File: src/rtl/parking_pkg.sv
// rtl/parking_pkg.sv - shared types and default constants for the parking gate arbiter
package parking_pkg;

    typedef enum logic [1:0] {
        IDLE  = 2'd0,
        OPEN  = 2'd1,
        CLOSE = 2'd2
    } gate_state_t;

    typedef enum logic {
        OP_ENTER = 1'b0,
        OP_EXIT  = 1'b1
    } gate_op_t;

    localparam int DEF_NUM_SPOTS    = 4;
    localparam int DEF_SPOT_W       = 2;
    localparam int DEF_OPEN_CYCLES  = 8;
    localparam int DEF_CLOSE_CYCLES = 2;

    function automatic int max_int(input int a, input int b);
        return (a > b) ? a : b;
    endfunction

endpackage

File: src/rtl/free_spot_encoder.sv
// rtl/free_spot_encoder.sv - lowest-index free spot priority encoder over the occupancy vector
module free_spot_encoder
    import parking_pkg::*;
#(
    parameter int NUM_SPOTS = DEF_NUM_SPOTS,
    parameter int SPOT_W    = DEF_SPOT_W
) (
    input  logic [NUM_SPOTS-1:0] occupancy,
    output logic [SPOT_W-1:0]    spot,
    output logic                 any_free
);

    // Scan from the top down so the lowest free index is the last one written.
    always_comb begin
        spot     = '0;
        any_free = 1'b0;
        for (int i = NUM_SPOTS - 1; i >= 0; i--) begin
            if (!occupancy[i]) begin
                spot     = SPOT_W'(i);
                any_free = 1'b1;
            end
        end
    end

endmodule

File: src/rtl/gate_arbiter.sv
// rtl/gate_arbiter.sv - shared parking gate sequencer; EXIT_PRIORITY_EN makes exit win every contested grant
module gate_arbiter
    import parking_pkg::*;
#(
    parameter int NUM_SPOTS    = DEF_NUM_SPOTS,
    parameter int SPOT_W       = DEF_SPOT_W,
    parameter int OPEN_CYCLES  = DEF_OPEN_CYCLES,
    parameter int CLOSE_CYCLES = DEF_CLOSE_CYCLES
) (
    input  logic                 CLK,
    input  logic                 RST,
    input  logic                 enter_req,
    input  logic                 exit_req,
    input  logic [SPOT_W-1:0]    exit_spot,
    input  logic [NUM_SPOTS-1:0] occupancy,
    output logic                 enter_ack,
    output logic                 exit_ack,
    output logic                 exit_err,
    output logic                 door_open,
    output logic                 commit_valid,
    output logic                 commit_set,
    output logic [SPOT_W-1:0]    commit_spot,
    output logic                 full,
    output logic                 busy
);

    localparam int TMR_MAX = max_int(OPEN_CYCLES, CLOSE_CYCLES);
    localparam int TMR_W   = $clog2(TMR_MAX + 1);
    localparam int IDX_N   = 2 ** SPOT_W;

    gate_state_t       state;
    gate_op_t          op;
    logic [TMR_W-1:0]  timer;
    logic              exit_block;
    logic [SPOT_W-1:0] free_spot;
    logic              any_free;
    logic [IDX_N-1:0]  occ_ext;
    logic              exit_live;
    logic              exit_ok;
    logic              exit_bad;
    logic              enter_ok;
    logic              win_exit;
    logic              grant;

    free_spot_encoder #(
        .NUM_SPOTS (NUM_SPOTS),
        .SPOT_W    (SPOT_W)
    ) u_free_spot_encoder (
        .occupancy (occupancy),
        .spot      (free_spot),
        .any_free  (any_free)
    );

    assign full = ~any_free;
    assign busy = (state != IDLE);

    // Widened copy so any exit_spot encoding indexes safely; unused indices read as empty.
    assign occ_ext   = IDX_N'(occupancy);
    assign exit_live = exit_req & ~exit_block;
    assign exit_ok   = exit_live & occ_ext[exit_spot];
    assign exit_bad  = exit_live & ~occ_ext[exit_spot];
    assign enter_ok  = enter_req & ~full;
    assign grant     = enter_ok | exit_ok;

`ifdef EXIT_PRIORITY_EN
    assign win_exit = exit_ok;
`else
    logic favor_exit;
    assign win_exit = exit_ok & (~enter_ok | favor_exit);
`endif

    always_ff @(posedge CLK) begin
        if (!RST) begin
            state        <= IDLE;
            op           <= OP_ENTER;
            timer        <= '0;
            exit_block   <= 1'b0;
            enter_ack    <= 1'b0;
            exit_ack     <= 1'b0;
            exit_err     <= 1'b0;
            door_open    <= 1'b0;
            commit_valid <= 1'b0;
            commit_set   <= 1'b0;
            commit_spot  <= '0;
`ifndef EXIT_PRIORITY_EN
            favor_exit   <= 1'b1;
`endif
        end else begin
            enter_ack    <= 1'b0;
            exit_ack     <= 1'b0;
            exit_err     <= 1'b0;
            commit_valid <= 1'b0;
            if (!exit_req) begin
                exit_block <= 1'b0;
            end
            case (state)
                IDLE: begin
                    if (exit_bad) begin
                        exit_err   <= 1'b1;
                        exit_block <= 1'b1;
                    end
                    if (grant) begin
                        state       <= OPEN;
                        door_open   <= 1'b1;
                        timer       <= TMR_W'(OPEN_CYCLES - 1);
                        op          <= win_exit ? OP_EXIT : OP_ENTER;
                        commit_set  <= ~win_exit;
                        commit_spot <= win_exit ? exit_spot : free_spot;
                        // A single-cycle open phase commits in its only cycle.
                        if (OPEN_CYCLES == 1) begin
                            commit_valid <= 1'b1;
                            enter_ack    <= ~win_exit;
                            exit_ack     <= win_exit;
                        end
`ifndef EXIT_PRIORITY_EN
                        if (enter_ok && exit_ok) begin
                            favor_exit <= ~win_exit;
                        end
`endif
                    end
                end
                OPEN: begin
                    if (timer == '0) begin
                        state     <= CLOSE;
                        door_open <= 1'b0;
                        timer     <= TMR_W'(CLOSE_CYCLES - 1);
                    end else begin
                        timer <= timer - 1'b1;
                        if (timer == TMR_W'(1)) begin
                            commit_valid <= 1'b1;
                            enter_ack    <= (op == OP_ENTER);
                            exit_ack     <= (op == OP_EXIT);
                        end
                    end
                end
                CLOSE: begin
                    if (timer == '0) begin
                        state <= IDLE;
                    end else begin
                        timer <= timer - 1'b1;
                    end
                end
                default: begin
                    state     <= IDLE;
                    door_open <= 1'b0;
                end
            endcase
        end
    end

endmodule

File: config.mk
export PLATFORM = sky130hd
export DESIGN_NAME = gate_arbiter
export DESIGN_NICKNAME = d
export VERILOG_FILES = /design/src/rtl/parking_pkg.sv /design/src/rtl/free_spot_encoder.sv /design/src/rtl/gate_arbiter.sv
export SDC_FILE = /design/constraint.sdc
export NUM_CORES = 1
export LEC_CHECK = 0
export ABC_AREA = 1
export CAP_MARGIN = 20
export CORE_UTILIZATION = 53
export CTS_BUF_LIST = sky130_fd_sc_hd__clkbuf_4
export DETAILED_ROUTE_END_ITERATION = 12
export GPL_ROUTABILITY_DRIVEN = 0
export PLACE_DENSITY = 0.81
export SYNTH_ARGS = -nofsm -noshare
export SYNTH_HDL_FRONTEND = slang
export SYNTH_HIERARCHICAL = 1
export SYNTH_SLANG_ARGS = --single-unit
File: constraint.sdc
create_clock -name CLK -period 1.8 [get_ports CLK]
set_input_delay 0.45 -clock CLK [delete_from_list [all_inputs] [get_ports CLK]]
set_output_delay 0.45 -clock CLK [all_outputs]
set_load 0.02 [all_outputs]
# [Word-level counts from Yosys, hierarchy flattened]
# Index checks and enable logic that the tools add are counted.
[op_classes] eq_ne=7 bitwise_logic=17 add_sub_neg=1 mux=28 reduce_logical=13 order_cmp=1
[op_table] cell="$mux W2" n=8
[op_table] cell="$mux W1" n=13
[op_table] cell="$mux W4" n=3
[op_table] cell="$pmux W4 S3" n=1
[op_table] cell="$reduce_and A3 Y1" n=4
[op_table] cell="$not A1 Y1" n=10
[op_table] cell="$ne A2 B2 Y1 const B" n=4
[op_table] cell="$pmux W2 S3" n=1
[op_table] cell="$and A1 B1 Y1" n=5
[op_table] cell="$eq A4 B1 Y1 const B" n=1
[op_table] cell="$logic_not A4 Y1" n=1
[op_table] cell="$reduce_and A2 Y1" n=2
[op_table] cell="$reduce_or A4 Y1" n=1
[op_table] cell="$sub A4 B1 Y4 const B" n=1
[op_table] cell="$lt A2 B3 Y1 const B" n=1
[op_table] cell="$pmux W1 S3" n=1
[op_table] cell="$reduce_bool A3 Y1" n=1
[op_table] cell="$reduce_or A3 Y1" n=1
[op_table] cell="$bmux W1 S2" n=1
[op_table] cell="$eq A2 B1 Y1 const B" n=1
[op_table] cell="$eq A2 B2 Y1 const B" n=1
[op_table] cell="$logic_not A2 Y1" n=1
[op_table] cell="$or A1 B1 Y1" n=2
[op_table] cell="$reduce_bool A2 Y1" n=1
[op_table] cell="$logic_and A1 B1 Y1" n=1
[totals] elab_cells=79 inputBits=10 ff_bits=17 output_inout_bits=10

# [Logic depth before layout (Yosys ltp)]
[logic_depth] ltp_word=9 ltp_mapped=11

# [By module]
# The synthesis kept the hierarchy.
[by_module_without_submodules] mod="gate_arbiter" cells_each=138 area_each_um2=1006.0 seq_area_each_um2=340.3 instances=1
[by_module_without_submodules] mod="free_spot_encoder" cells_each=9 area_each_um2=36.3 seq_area_each_um2=0.0 instances=1

# [Least setup slack after synthesis]
# OpenSTA, ideal clock, no wires.
[synth_timing] path_type="input to register" start="in occupancy[3]" end="reg commit_spot[0]" slack_ps=416 arrival_time_ps=1259 required_ps=1675 setup_time_ps=125 stages=11 path_cell_list="nand2_1 inv_1 nand3_1 nand2_1 inv_1 nand2_1 nand4_1 nand2_1 nand2_1 nand2_1 a21oi_1"
[synth_via] elab_chain_cells=9 word_cells_on_any_way=18
[synth_rtl] element="from (decl)" line="gate_arbiter.sv:15" source="input logic [NUM_SPOTS-1:0] occupancy,"
[synth_rtl] element="$mux W1 * (4 in series)" line="free_spot_encoder.sv:18" source="if (!occupancy[i]) begin"
[synth_rtl] element="via any_free" line="gate_arbiter.sv:36" source="logic any_free;"
[synth_rtl] element="$and A1 B1 Y1 *" line="gate_arbiter.sv:62" source="assign enter_ok = enter_req & ~full;"
[synth_rtl] element="$not A1 Y1" line="gate_arbiter.sv:69" source="assign win_exit = exit_ok & (~enter_ok | favor_exit);"
[synth_rtl] element="$or A1 B1 Y1" line="gate_arbiter.sv:69"
[synth_rtl] element="$and A1 B1 Y1" line="gate_arbiter.sv:69"
[synth_rtl] element="$mux W2" line="gate_arbiter.sv:108" source="commit_spot <= win_exit ? exit_spot : free_spot;"
[synth_rtl] element="to (signal assigned)" line="gate_arbiter.sv:108"
[synth_rtl] element="to (decl)" line="gate_arbiter.sv:22" source="output logic [SPOT_W-1:0] commit_spot,"
# The timed path passes the listed nets; every way through them passes the cells marked *. The select of a mux whose other input is x is not followed.
# A chain may end at the register's enable or synchronous reset.

# [Worst setup path after layout]
[layout_timing] start="reg door_open" end="out door_open"
[layout_rtl] element="from (decl)" line="gate_arbiter.sv:19" source="output logic door_open,"
[layout_rtl] element="from (signal assigned)" line="gate_arbiter.sv:81" source="door_open <= 1'b0;"
[layout_rtl] element="from (signal assigned)" line="gate_arbiter.sv:104" source="door_open <= 1'b1;"
[layout_rtl] element="from (signal assigned)" line="gate_arbiter.sv:125" source="door_open <= 1'b0;"
# No word-level cell between the ends.

==> impl_summary.txt <==
----------------------------------------------------
[Logic synthesis]
  Number of synthesized register bits ... 17
  Area share of and/or/nand/nor cells after synthesis ... 0.351
  Sequential cell area fraction in the yosys report ... 0.327
  Synthesized net count ... 164
  Post-Syn Area ... 1040 µm²
  Mean Syn Cell Area ... 7.09 µm²
  Distinct cell type count of the synthesized netlist ... 27
  Multiplexer area fraction after synthesis ... 0
  Area fraction in compound gates after synthesis ... 0.113
  Post-Synth Adder-Cell Area ... 0.0840
  Main combinational cell family by area after synthesis ... simple AND/OR/NAND/NOR gates
  Xor/xnor share of the synthesized area ... 0.0168
  Number of cells produced by synthesis ... 147
  Number of synthesis warnings ... 6

[Global route]
  Total congestion overflow after global routing ... 0
  Overall global routing resource usage ... 0.247
  Global route hottest layer ... met2
  Global routing met3 resource utilization ... 0.0353
  Met1 capacity usage during global routing ... 0.300
  Initial antenna violation count ... 0
  Via count of the first global-routing pass ... 887
  Met2 global-route usage ... 0.417
  Global-route wire length before repair ... 3700 µm
  Maximum number of pins on one net before global-route repair ... 11

[Floorplan]
  Die outline area ... 2150 µm²
  Effective utilization at floorplan ... 0.585
  Die Y ... 46.3 µm
  Boundary pin count ... 20
  Area of the placeable core ... 1780 µm²
  Cell row count ... 15
  Die Width ... 46.3 µm

[Critical path]
  Buffers plus inverters on the worst setup path ... 1
  Family with the most delay on the worst path ... buffers and inverters
  Ordered list of cells on the worst path ... clkdlybuf4s50_1
  Endpoint arrival time on the critical path ... 1.26 ns
  Critical path class ... reg2out
  CP max stage cell ... clkdlybuf4s50_1
  Kind of end point of the critical path ... output port
  Biggest fanout along the worst timing path ... 2
  Required time reported for the critical path endpoint ... 1.35 ns
  Slowest Stage Delay on Critical Path ... 0.60 ns
  Critical path launch point type ... register

[Finish]
  Post-synthesis to final-layout area growth ... 36.6%
  Largest register by flop count ... timer
  Number of flip-flops under the largest register name ... 4
  Layout Cells excl Fill ... 211
  Count of filler cells inserted in the layout ... 125
  NumNets Final ... 204
  Total non-filler cell area in the finished layout ... 1420 µm²
  Layout cells sized above 1 ... 0.237
  Biggest regs ... timer x4, commit_spot x2, state x2
  Ant diodes ... 0

[Route]
  DR WL/cell ... 11.4 µm
  Sum of routed wire length over all layers ... 2400 µm
  DRC violation count after routing ... 0
  Routed Antenna Nets ... 0
  Total number of vias ... 1056
  Starting DRT DRC Count ... 35
  Detailed-route vias per instance ... 5.00
  DRT Pass-1 Iters ... 4

[Placement]
  Instance area at placement ... 1380 µm²
  Buffers added on ports ... 19
  Dpl cells ... 206
  Worst-case setup slack after placement ... -0.438 ns
  Post-DP HPWL ... 1790 µm

[STA]
  Highest clock frequency the design can meet ... 586 MHz
  Setup repair after global routing missed its margin ... no
  Final hold violation count ... 0
  Headroom to the max-slew limit ... 0.829
  Number of setup violations in the final report ... 0
  Tightest hold margin ... 0.451 ns
  Final Slew Violations ... 0
  Setup TNS Final ... 0 ns
  Crit path time final ... 1.71 ns
  Final setup skew ... 0.00504 ns
  Slew of the pin with the lowest slew margin ... 0.255 ns
  Final worst setup slack ... 0.0934 ns
  Share of the clock period used by the worst path ... 0.948

[CTS]
  Number of clock sinks seen by CTS ... 17
  H-Tree Level Count ... 1
  Root buffer cell ... clkbuf_4
  Clk_lat worst skew ... 0.31 ns
  Clk slew on worst S/H paths ... 0.11 ns
  TritonCTS clock tree ... built
  Deepest clock path buffer count ... 2
  Num CTS Buffers ... 3

[Run status]
  Status ... complete, no violations

[Min path]
  Worst min-delay path class ... reg2reg

[Pwr]
  PD cells ... 810 nW/µm²
  Leakage power summed over all cells ... 0.720 nW
  Maximum VDD drop ... 669 µV

[Job]
  Max-capacitance violation count ... 0

----------------------------------------------------
## cells in the mapped netlist
cell type	instances	area [µm²]
dfxtp_1	17	340
a21oi_2	3	26.3
xor2_1	1	8.76
buf_4	1	7.51
o31ai_1	1	7.51
inv_2	2	7.51
nand2_4	2	22.5
and3b_1	1	8.76
o21bai_1	1	7.51
nand3_2	3	30.0
nand2_1	37	139
nand3_4	1	17.5
nor2_1	15	56.3
clkinv_2	1	5.00
nand2_2	2	12.5
nand4_1	4	25.0
nand3_1	6	30.0
xnor2_1	1	8.76
o21ai_0	4	20.0
nor2_4	1	11.3
inv_1	25	93.8
o21ai_1	2	10.0
o211ai_1	1	7.51
ha_1	7	87.6
nor4_2	1	12.5
a21oi_1	6	30.0
a31o_2	1	8.76
## layout make-up
cell class	count	area, µm²	area share
Clock buffer	3	22.5	0.0158
Clock inverter	1	5.00	0.00351
Inverter	28	106	0.0747
Multi-Input combinational cell	101	606	0.425
Sequential cell	17	340	0.239
Tap cell	25	31.3	0.0220
Timing Repair Buffer	36	313	0.220
## power by group
group / switching (W) / internal, W / total, W
sequential: 0.0000285 / 0.000422 / 0.000450
clock: 0.000140 / 0.0000831 / 0.000223
combinational: 0.000277 / 0.000203 / 0.000480
total: 0.000445 / 0.000707 / 0.00115
## per-layer routing
layer / vias up / share of wire
li1: 542 / -
met1: 482 / 0.46
met2: 27 / 0.48
met3: 5 / 0.042
met4: 0 / 0.019
met5: - / 0
## metrics by stage
step | power (W) | utilization
floorplan | 0.000756 | -
finish | 0.00115 | 0.799
global placement | 0.000908 | 0.772
global route | 0.00122 | 0.799
detailed placement | 0.000926 | 0.772
CTS | 0.00115 | 0.785
## cell families after synthesis
| kind of cell | count (synthesis) |
|---|---|
| DFF | 17 |
| buffers and inverters | 29 |
| AOI/OAI and AO/OA | 19 |
| adders and majority gates | 7 |
| and+or+nand+nor | 73 |
| xor gates and xnor gates | 2 |
## path summary, 6_finish.rpt
check | end | slack (ns) | depth (start not counted) | from
setup / recovery | door_open | 0.09 | 1 | door_open
hold reg to reg | enter_ack | 0.45 | 1 | op
setup reg to reg | timer[0] | 0.34 | 8 | timer[0]
hold / removal | enter_ack | 0.45 | 1 | op
## placed cells by master, fill, tap and decap left out, drive strengths merged, types with 2 or more instances in the layout
cell / instances
nand2: 41
inv: 27
buf: 18
dfxtp: 17
nor2: 16
clkdlybuf4s50: 15
nand3: 10
a21oi: 9
ha: 7
o21ai: 6
nand4: 4
clkbuf: 4
clkinv: 2
dlymetal6s2s: 2
## what timing repair did
item | in CTS | in global routing
setup buffers | 0 | 1
hold buffers | 0 | 0
gates cloned | 0 | 0
resized for setup | 6 | 8
pin swaps | 0 | 4
setup endpoints to repair | 2 | 11
Note: power is estimated with default switching activity, not from simulation.
